`src/rtl/eh2_pkg.sv`:
```
// rtl/eh2_pkg.sv - shared EH2 types for the divider packet and divide scheduler FSM
//
// Purpose : common typedefs used by the divide scheduler and its arbiter.
// Contents: eh2_div_pkt_t         - divider issue packet {valid, unsign, rem}
//           eh2_div_sched_state_t - divide scheduler FSM state (IDLE, RUN, WB)
package eh2_pkg;

  typedef struct packed {
    logic valid;
    logic unsign;
    logic rem;
  } eh2_div_pkt_t;

  typedef enum logic [1:0] {
    DIV_IDLE = 2'd0,
    DIV_RUN  = 2'd1,
    DIV_WB   = 2'd2
  } eh2_div_sched_state_t;

endpackage

```
`src/rtl/eh2_exu_div_rr_arb.sv`:
```
// rtl/eh2_exu_div_rr_arb.sv - two-thread round-robin grant for the divide scheduler
//
// Purpose : picks one of two requesting threads; when both request, the thread
//           that was not granted last wins. History only moves on an accepted
//           handshake so a grant that is not taken does not cost a thread its turn.
// Ports   : clk    - core clock
//           rst_l  - async active-low reset (history favours thread 0)
//           valid  - per-thread eligible request
//           accept - grant was taken this cycle
//           grant  - one-hot grant (all zero when nothing is valid)
module eh2_exu_div_rr_arb (
  input  logic       clk,
  input  logic       rst_l,
  input  logic [1:0] valid,
  input  logic       accept,
  output logic [1:0] grant
);

  // Thread granted most recently; reset to 1 so thread 0 wins the first tie.
  logic last_q;

  assign grant[0] = valid[0] & (~valid[1] | last_q);
  assign grant[1] = valid[1] & (~valid[0] | ~last_q);

  always_ff @(posedge clk or negedge rst_l) begin
    if (!rst_l) begin
      last_q <= 1'b1;
    end else if (accept) begin
      last_q <= grant[1];
    end
  end

endmodule

```
`src/rtl/eh2_exu_div_sched.sv`:
```
// rtl/eh2_exu_div_sched.sv - shares one divider between two threads, one op in flight
//
// Purpose : accepts divide requests from two threads (round-robin), issues them
//           to the divider, handles per-thread flush/cancel and returns the
//           result through a ready/valid writeback port.
// Config  : RV_DIV_RESULT_CACHE_EN - when defined, the last completed operation is
//           remembered and an identical request is answered without the divider.
// Ports   : clk, rst_l                   - clock, async active-low reset
//           req_valid/req_ready          - per-thread request handshake
//           req_rs1/req_rs2              - per-thread dividend / divisor
//           req_unsign/req_rem/req_rd    - per-thread op kind and destination tag
//           flush                        - per-thread pipeline flush
//           div_dp/div_dividend/div_divisor/div_cancel - divider issue side
//           div_finish_dly/div_out       - divider result side
//           wb_valid/wb_ready/wb_tid/wb_rd/wb_data     - writeback port
module eh2_exu_div_sched
  import eh2_pkg::*;
#(
  parameter int NUM_THREADS = 2,
  parameter int TAG_W       = 5
) (
  input  logic                         clk,
  input  logic                         rst_l,
  input  logic [NUM_THREADS-1:0]       req_valid,
  output logic [NUM_THREADS-1:0]       req_ready,
  input  logic [NUM_THREADS*32-1:0]    req_rs1,
  input  logic [NUM_THREADS*32-1:0]    req_rs2,
  input  logic [NUM_THREADS-1:0]       req_unsign,
  input  logic [NUM_THREADS-1:0]       req_rem,
  input  logic [NUM_THREADS*TAG_W-1:0] req_rd,
  input  logic [NUM_THREADS-1:0]       flush,
  output eh2_div_pkt_t                 div_dp,
  output logic [31:0]                  div_dividend,
  output logic [31:0]                  div_divisor,
  output logic                         div_cancel,
  input  logic                         div_finish_dly,
  input  logic [31:0]                  div_out,
  output logic                         wb_valid,
  input  logic                         wb_ready,
  output logic                         wb_tid,
  output logic [TAG_W-1:0]             wb_rd,
  output logic [31:0]                  wb_data
);

  eh2_div_sched_state_t state_q;

  logic             tid_q;
  logic [TAG_W-1:0] rd_q;
  logic [31:0]      data_q;

  logic [1:0]       elig;
  logic [1:0]       grant;
  logic             accept;
  logic             sel;
  logic             own_flush;
  logic             cache_hit;
  logic             issue;
  logic [31:0]      rs1_sel;
  logic [31:0]      rs2_sel;
  logic             unsign_sel;
  logic             rem_sel;
  logic [TAG_W-1:0] rd_sel;

  // A flushed thread is not offered to the arbiter, so it cannot block the other.
  assign elig = req_valid & ~flush;

  eh2_exu_div_rr_arb u_arb (
    .clk    (clk),
    .rst_l  (rst_l),
    .valid  (elig),
    .accept (accept),
    .grant  (grant)
  );

  assign sel        = grant[1];
  assign rs1_sel    = sel ? req_rs1[63:32] : req_rs1[31:0];
  assign rs2_sel    = sel ? req_rs2[63:32] : req_rs2[31:0];
  assign unsign_sel = sel ? req_unsign[1] : req_unsign[0];
  assign rem_sel    = sel ? req_rem[1] : req_rem[0];
  assign rd_sel     = sel ? req_rd[2*TAG_W-1:TAG_W] : req_rd[TAG_W-1:0];

  assign own_flush  = flush[tid_q];

  // Combinational outputs are gated with rst_l so they read 0 the moment reset drops.
  assign req_ready  = (rst_l && (state_q == DIV_IDLE)) ? (grant & ~flush) : '0;
  assign accept     = |(req_ready & req_valid);

`ifdef RV_DIV_RESULT_CACHE_EN
  logic        cache_vld_q;
  logic [31:0] cache_rs1_q;
  logic [31:0] cache_rs2_q;
  logic        cache_uns_q;
  logic        cache_rem_q;
  logic [31:0] cache_res_q;
  // Operands of the op in flight, held so a completed result can fill the cache.
  logic [31:0] op_rs1_q;
  logic [31:0] op_rs2_q;
  logic        op_uns_q;
  logic        rem_q;

  assign cache_hit = cache_vld_q
                   & (cache_rs1_q == rs1_sel)
                   & (cache_rs2_q == rs2_sel)
                   & (cache_uns_q == unsign_sel)
                   & (cache_rem_q == rem_sel);
`else
  assign cache_hit = 1'b0;
`endif

  assign issue = accept & ~cache_hit;

  always_comb begin
    div_dp        = '0;
    div_dp.valid  = issue;
    div_dp.unsign = issue & unsign_sel;
    div_dp.rem    = issue & rem_sel;
  end

  assign div_dividend = issue ? rs1_sel : '0;
  assign div_divisor  = issue ? rs2_sel : '0;

  // Cancel only for the owning thread's flush; it beats a same-cycle finish.
  assign div_cancel = rst_l & (state_q == DIV_RUN) & own_flush;

  assign wb_valid = rst_l & (state_q == DIV_WB) & ~own_flush;
  assign wb_tid   = tid_q;
  assign wb_rd    = rd_q;
  assign wb_data  = data_q;

  always_ff @(posedge clk or negedge rst_l) begin
    if (!rst_l) begin
      state_q     <= DIV_IDLE;
      tid_q       <= 1'b0;
      rd_q        <= '0;
      data_q      <= '0;
`ifdef RV_DIV_RESULT_CACHE_EN
      cache_vld_q <= 1'b0;
      cache_rs1_q <= '0;
      cache_rs2_q <= '0;
      cache_uns_q <= 1'b0;
      cache_rem_q <= 1'b0;
      cache_res_q <= '0;
      op_rs1_q    <= '0;
      op_rs2_q    <= '0;
      op_uns_q    <= 1'b0;
      rem_q       <= 1'b0;
`endif
    end else begin
      case (state_q)
        DIV_IDLE: begin
          if (accept) begin
            tid_q <= sel;
            rd_q  <= rd_sel;
`ifdef RV_DIV_RESULT_CACHE_EN
            op_rs1_q <= rs1_sel;
            op_rs2_q <= rs2_sel;
            op_uns_q <= unsign_sel;
            rem_q    <= rem_sel;
            if (cache_hit) begin
              data_q  <= cache_res_q;
              state_q <= DIV_WB;
            end else begin
              state_q <= DIV_RUN;
            end
`else
            state_q <= DIV_RUN;
`endif
          end
        end
        DIV_RUN: begin
          if (own_flush) begin
            state_q <= DIV_IDLE;
          end else if (div_finish_dly) begin
            data_q  <= div_out;
            state_q <= DIV_WB;
`ifdef RV_DIV_RESULT_CACHE_EN
            cache_vld_q <= 1'b1;
            cache_rs1_q <= op_rs1_q;
            cache_rs2_q <= op_rs2_q;
            cache_uns_q <= op_uns_q;
            cache_rem_q <= rem_q;
            cache_res_q <= div_out;
`endif
          end
        end
        DIV_WB: begin
          // Data registers are untouched here, so the writeback stays stable while stalled.
          if (own_flush || (wb_valid && wb_ready)) begin
            state_q <= DIV_IDLE;
          end
        end
        default: state_q <= DIV_IDLE;
      endcase
    end
  end

endmodule

```
`config.mk`:
```
export PLATFORM = sky130hd
export DESIGN_NAME = eh2_exu_div_sched
export DESIGN_NICKNAME = d
export VERILOG_FILES = /design/src/rtl/eh2_pkg.sv /design/src/rtl/eh2_exu_div_rr_arb.sv /design/src/rtl/eh2_exu_div_sched.sv
export SDC_FILE = /design/constraint.sdc
export NUM_CORES = 1
export LEC_CHECK = 0
export CORE_AREA = 2 2 114 116
export CTS_CLUSTER_DIAMETER = 100
export CTS_CLUSTER_SIZE = 28
export DETAILED_ROUTE_END_ITERATION = 12
export DIE_AREA = 0 0 116 118
export DONT_BUFFER_PORTS = 1
export PLACE_DENSITY_LB_ADDON = 0.1
export SLEW_MARGIN = 20
export SYNTH_ARGS = -nofsm -noshare
export SYNTH_HDL_FRONTEND = slang
export SYNTH_SLANG_ARGS = --single-unit
```
`constraint.sdc`:
```
create_clock -name clk -period 2.1 [get_ports clk]
set_input_delay 0.21 -clock clk [delete_from_list [all_inputs] [get_ports clk]]
set_output_delay 0.21 -clock clk [all_outputs]
set_load 0.05 [all_outputs]
```
==> results.py, run 1 <==
metrics = {
    "run_status": {
        "status": "finished, violations left",
        "violations": "negative setup slack",
    },
    "timing": {
        "max_freq_mhz": 429,
        "drv_slew": 0,
        "period_share_pct": 111,
        "hold_viol": 0,
        "postLayoutSetupSlackWorst_ns": -0.230,
        "fin_skew_ns": 0.00621,
        "min_period_ns": 2.33,
        "setup_viol": 67,
        "rsz0062_at_grt": "yes",
        "tightest_slew_ns": 0.517,
        "slew_headroom_pct": 65.5,
    },
    "yosys": {
        "synth-edff-count": 0,
        "synth-seq-cells": 41,
        "synth_top_area_share_pct": 41.7,
        "synthFlopType": "dfrtp_1",
        "synthDistinctLibCells": 27,
        "synthesis.nets": 385,
        "async_flop_share_pct": 100,
        "yosysMostFrequentCell": "a22o_1",
        "yosys.area.top_type": "dfrtp_1",
        "ys.warnings.count": 0,
        "ys_seq_area_share_pct": 42.8,
        "netlist_top_cells_area": "dfrtp_1, a22o_1, mux2_2",
        "synth.avg_cell_area_um2": 11.8,
        "synth_cells": 203,
        "synth_area_um2": 2400,
        "synth_common_cells": "a22o_1, dfrtp_1, mux2_2",
    },
    "critical_path": {
        "cp_max_fo": 12,
        "crit_path_end": "div_dividend[30]",
        "setup.worst_path.start_class": "flop",
        "ff2ff_path_depth": 7,
        "reg2reg_from": "state_q[1]",
        "cp.arrival_ns": 2.12,
        "path_class": "flop to output pin",
        "cp-startpoint": "state_q[1]",
        "cp.required_ns": 1.89,
        "r2r_setup_slack_ns": 0.31,
        "r2r_end": "wb_rd[0]",
        "endpoint_kind": "output pin",
    },
    "floorplanning": {
        "fp-row-count": 41,
        "io_pins": 291,
        "coreArea_um2": 12400,
        "die_y_um": 118,
        "die_area_um2": 13700,
        "start_util_pct": 19.3,
        "die_w_um": 116,
    },
    "grt": {
        "grt_max_degree": 42,
        "grt_pass1_vias": 2209,
        "grt-ovfl-total": 0,
        "grt_first_pass_wirelength_um": 13900,
        "antenna_found_initial": 0,
        "grt_util_all_layers_pct": 13.7,
    },
    "routing": {
        "routed_via_density": 4.68,
        "ant_nets": 0,
        "drtIter0Drc": 67,
        "drcViolationCount": 0,
        "detail_route.wl_per_cell_um": 22.8,
        "first_pass_iters": 5,
        "vias": 2167,
        "wl_um": 10600,
    },
    "clock_network": {
        "cts_max_path_buffers": 2,
        "cts.root.buffer_cell": "clkbuf_16",
        "cts.sink_count": 41,
        "cts_htree_levels": 2,
        "clkTransAtPathRegs_ns": 0.07,
        "cts_tree": "yes",
        "insertion_delay_ns": 0.28,
        "cts_buffers": 5,
    },
    "final_layout": {
        "syn2layout_area_growth_pct": 94.8,
        "diodes": 0,
        "layout-drive-gt1-share_pct": 60.8,
        "fillers": 1231,
        "fin_util_pct": 37.6,
        "finalNetCount": 472,
    },
    "placement": {
        "gp_congestion": 0.712,
        "post-dp-hpwl_um": 8210,
        "portBuffers": 0,
        "post-place-ws_ns": 0.0405,
    },
    "power_and_ir_drop": {
        "ir_worst_vdd_mv": 0.725,
        "p_leak_nw": 2.10,
        "p_per_area_nw_per_um2": 1020,
    },
    "job": {
        "cap_violations": 0,
    },
    "worst_hold_path": {
        "hold_start": "div_finish_dly",
        "min-delay-path-class": "primary input to flop",
    },
}
## logic make-up (layout without fill, tap and decap cells)
logic type | after synthesis | after routing | share of synthesized area (%)
buffers and inverters | 38 | 126 | 9.44
AO/OA/AOI/OAI | 77 | 77 | 28.2
flip-flops | 41 | 41 | 42.8
AND/OR/NAND/NOR | 14 | 14 | 4.02
multiplexers | 33 | 33 | 15.5
## where the power goes
group	leakage [nW]	switching [mW]	total, mW	internal [mW]
Combinational	1.54	0.685	1.42	0.737
Clock	0.0702	0.330	0.772	0.443
Sequential	0.487	1.44	2.56	1.13
Total	2.10	2.45	4.76	2.30
## layout make-up
class / instances / area [µm²] / area share (%)
clock buffers: 5 / 125 / 2.68
flip-flops and latches: 41 / 1030 / 22.0
multi-input cells: 124 / 1540 / 32.9
inverters: 19 / 71.3 / 1.53
clock inverters: 3 / 21.3 / 0.455
repair buffers: 99 / 1680 / 35.9
well taps: 172 / 215 / 4.61
## per-stage QoR
stage / hold WS [ns] / cells / setup TNS, ns / power [mW] / cell area, µm²
2_1_floorplan: -0.0856 / 203 / 0 / 3.35 / 2420
4_1_cts: 0.0156 / 457 / -11.62 / 4.75 / 4380
3_3_place_gp: -0.0848 / 436 / 0 / 3.85 / 3810
3_5_place_dp: -0.0848 / 436 / 0 / 3.85 / 3810
6_report: 0.0213 / 463 / -10.51 / 4.76 / 4670
5_1_grt: 0.0191 / 463 / -17.56 / 4.94 / 4670
## routing by layer
metal	track usage (%)	vias to the layer above	wire (µm)
met5	0	-	0
met4	2.90	0	150
met3	5.41	9	1200
met2	25.6	153	5570
met1	14.4	1046	3640
li1	-	959	-
## worst max-delay path: stages (launching register included)
cell and delay, ns:
dfrtp_1 0.38, or3b_4 0.44, a311oi_4 0.22, buf_4 0.16
buf_12 0.15, buf_12 0.15, a22o_1 0.18, buf_12 0.14
## state kept, by name, indices dropped and copies added (netlist names)
| register | count |
|---|---|
| wb_rd | 5 |
| state_q | 2 |
| wb_tid | 1 |
| u_arb.last_q | 1 |
| wb_data | 32 |
## cells in the final DEF (no fill, tap or decap)
master | netlist | final
a21o_1 | 1 | 1
a21oi_1 | 1 | 1
a222oi_1 | 5 | 5
a22o_1 | 66 | 23
a22o_4 | 0 | 43
a311oi_4 | 0 | 1
and4b_1 | 1 | 1
buf_12 | 0 | 59
buf_16 | 0 | 4
buf_4 | 6 | 21
buf_6 | 7 | 6
buf_8 | 0 | 5
clkbuf_16 | 0 | 8
clkinv_2 | 0 | 1
clkinvlp_4 | 0 | 1
dfrtp_1 | 40 | 40
dfstp_2 | 1 | 1
dlygate4sd3_1 | 0 | 1
inv_1 | 19 | 19
inv_6 | 0 | 1
mux2_1 | 10 | 10
mux2_2 | 23 | 23
nand2_1 | 3 | 3
nand2b_1 | 3 | 3
nand3b_1 | 1 | 1
nor2_1 | 2 | 1
nor2_2 | 0 | 1
nor2b_1 | 1 | 1
nor3_4 | 1 | 1
nor3b_1 | 1 | 1
o21ai_0 | 1 | 1
o21bai_1 | 1 | 1
o41ai_1 | 1 | 1
or3b_4 | 1 | 1
## worst min-delay path by stage
| stage | endpoint | slack [ns] | cells after the start |
|---|---|---|---|
| floorplan | state_q[0] | -0.09 | 0 |
| global placement | wb_data[14] | -0.08 | 0 |
| detailed placement | wb_data[14] | -0.08 | 0 |
| CTS | state_q[0] | 0.02 | 1 |
| global route | state_q[0] | 0.02 | 1 |
| finish | state_q[0] | 0.02 | 1 |
## timing repair
action,CTS,global route
hold endpoints to repair,41,0
setup buffers,8,3
endpoints found under the setup margin,68,68
resized for setup,39,29
hold buffers,2,0
pin swaps,10,6
cloned,3,3
Note: power is estimated with default switching activity, not from simulation.
==> run 2, diff against run 1 <==
CORE_AREA = 4 4 110 112   (was 2 2 114 116)
DIE_AREA = 0 0 114 116   (was 0 0 116 118)
GPL_ROUTABILITY_DRIVEN = 0   (was not set)
==> results.py, run 2 (same netlist as run 1, synthesis figures left out) <==
metrics = {
    "run_status": {
        "status": "finished, violations left",
        "violations": "negative setup slack",
    },
    "grt": {
        "grt_first_pass_wirelength_um": 14700,
        "grt_pass1_vias": 2263,
        "antenna_found_initial": 0,
        "grt_max_degree": 42,
        "grt-ovfl-total": 0,
        "grt_util_all_layers_pct": 15.0,
    },
    "floorplanning": {
        "io_pins": 291,
        "fp-row-count": 39,
        "die_area_um2": 13200,
        "die_y_um": 116,
        "die_w_um": 114,
        "coreArea_um2": 11200,
        "start_util_pct": 21.4,
    },
    "clock_network": {
        "cts_tree": "yes",
        "cts.sink_count": 41,
        "cts_buffers": 5,
        "clkTransAtPathRegs_ns": 0.06,
        "cts_htree_levels": 2,
        "cts.root.buffer_cell": "clkbuf_16",
        "insertion_delay_ns": 0.29,
        "cts_max_path_buffers": 2,
    },
    "power_and_ir_drop": {
        "ir_worst_vdd_mv": 0.765,
        "p_leak_nw": 2.18,
        "p_per_area_nw_per_um2": 1030,
        "power.total_mw": 4.93,
    },
    "timing": {
        "slew_headroom_pct": 66.1,
        "period_share_pct": 110,
        "min_period_ns": 2.32,
        "hold_viol": 0,
        "setup_viol": 67,
        "fin_skew_ns": 0.00609,
        "max_freq_mhz": 432,
        "postLayoutSetupSlackWorst_ns": -0.217,
        "drv_slew": 0,
        "tightest_slew_ns": 0.508,
        "worst_hold_slack_ns": 0.0194,
        "rsz0062_at_grt": "yes",
        "fin_setup_tns_ns": -12.32,
    },
    "routing": {
        "met1Wirelength_um": 4170,
        "highest_layer": "met4",
        "detail_route.wl_per_cell_um": 27.5,
        "routed_via_density": 5.06,
        "ant_nets": 0,
        "vias": 2186,
        "first_pass_iters": 4,
        "dr_wl_met3_um": 1350,
        "met2_length_um": 6290,
        "drtIter0Drc": 110,
        "wl_um": 11900,
        "drcViolationCount": 0,
    },
    "worst_hold_path": {
        "min_to": "state_q[0]",
        "hold_depth": 1,
        "hold_start": "div_finish_dly",
        "min-delay-path-class": "primary input to flop",
    },
    "job": {
        "cap_violations": 0,
    },
    "critical_path": {
        "setup.worst_path.start_class": "flop",
        "cp_common_cell": "buf_12",
        "path_class": "flop to output pin",
        "r2r_end": "wb_rd[0]",
        "ff2ff_path_depth": 8,
        "r2r_setup_slack_ns": 0.11,
        "cp.required_ns": 1.89,
        "cp.depth": 6,
        "slowest_stage": "or3b_4",
        "cpPeakStageDelay_ns": 0.44,
        "cp_top_family": "compound AO/OA/AOI/OAI gates",
        "cp_max_fo": 10,
        "cp_num_buf_inv": 3,
        "path_cells": "or3b_4 -> a311oi_4 -> buf_4 -> buf_12 -> a22o_4 -> buf_12",
        "reg2reg_from": "state_q[1]",
        "endpoint_kind": "output pin",
        "cp.arrival_ns": 2.11,
    },
    "placement": {
        "portBuffers": 0,
        "post-dp-hpwl_um": 8480,
    },
    "final_layout": {
        "largest_reg_flops": 32,
        "layout-drive-gt1-share_pct": 64.4,
        "finalNetCount": 470,
        "fin_util_pct": 42.7,
        "syn2layout_area_growth_pct": 99.7,
        "diodes": 0,
        "final_cell_mix": "buf_12, a22o_4, dfrtp_1, mux2_2, inv_1",
        "final_common_cell": "buf_12",
    },
}
run 2: cell types whose count changed in the layout (fill, tap and decap cells not counted), moves of 2 or more:
cell and delta:
a22o_1 -12, a22o_4 +12, buf_12 +5, buf_8 -4, buf_4 -3, clkbuf_16 +2
run 2: area by class of cell:
| type | instances | area, µm² |
|---|---|---|
| Clock buffer | 6 | 129 |
| Clock inverter | 2 | 38.8 |
| Fill cell | 1016 | 6430 |
| Inverter | 19 | 71.3 |
| Multi-Input combinational cell | 124 | 1640 |
| Sequential cell | 41 | 1030 |
| Tap cell | 143 | 179 |
| Timing Repair Buffer | 97 | 1710 |
run 2: how the worst max path moves through the flow:
stage | startpoint | end | slack [ns]
2_1_floorplan | state_q[0] | div_dividend[14] | 0.008
3_3_place_gp | state_q[0] | div_divisor[0] | 0.04
3_5_place_dp | state_q[0] | div_divisor[7] | 0.03
4_1_cts | state_q[0] | div_divisor[5] | -0.21
5_1_grt | state_q[1] | div_divisor[12] | -0.30
6_report | state_q[1] | div_divisor[22] | -0.22
run 2: worst reg2reg max path, stage by stage, from the launching register on:
cell and delay (ns):
dfrtp_1 0.38, or3b_4 0.44, a311oi_4 0.35, buf_6 0.21, buf_6 0.13, buf_4 0.10, buf_4 0.10, buf_4 0.10
a222oi_1 0.06
run 2: through the flow:
step	area, µm²	std cells	setup slack, ns
floorplan	2420	203	0.00758
global placement	3760	400	0.0374
detailed placement	3760	400	0.0303
CTS	4440	419	-0.207
global route	4790	432	-0.297
finish	4790	432	-0.217
run 2: per-layer routing:
metal / track usage [%] / vias to the layer above
met4: 3.01 / 0
met2: 25.5 / 141
met3: 7.31 / 9
li1: - / 953
met5: 0 / -
met1: 17.2 / 1083
run 2: repair_timing:
| item | CTS | global route |
|---|---|---|
| hold endpoints to repair | 41 | 0 |
| hold buffers | 2 | 0 |
| endpoints found under the setup margin | 68 | 68 |
| gates cloned | 4 | 7 |
| pin swaps | 2 | 5 |
| buffers inserted | 5 | 7 |
| gates resized for setup | 49 | 24 |
run 2: report_power, final:
| part | switching (mW) | leakage (nW) | internal (mW) |
|---|---|---|---|
| Combinational | 0.734 | 1.61 | 0.765 |
| Sequential | 1.42 | 0.487 | 1.13 |
| Clock | 0.318 | 0.0810 | 0.563 |
| Total | 2.48 | 2.18 | 2.45 |
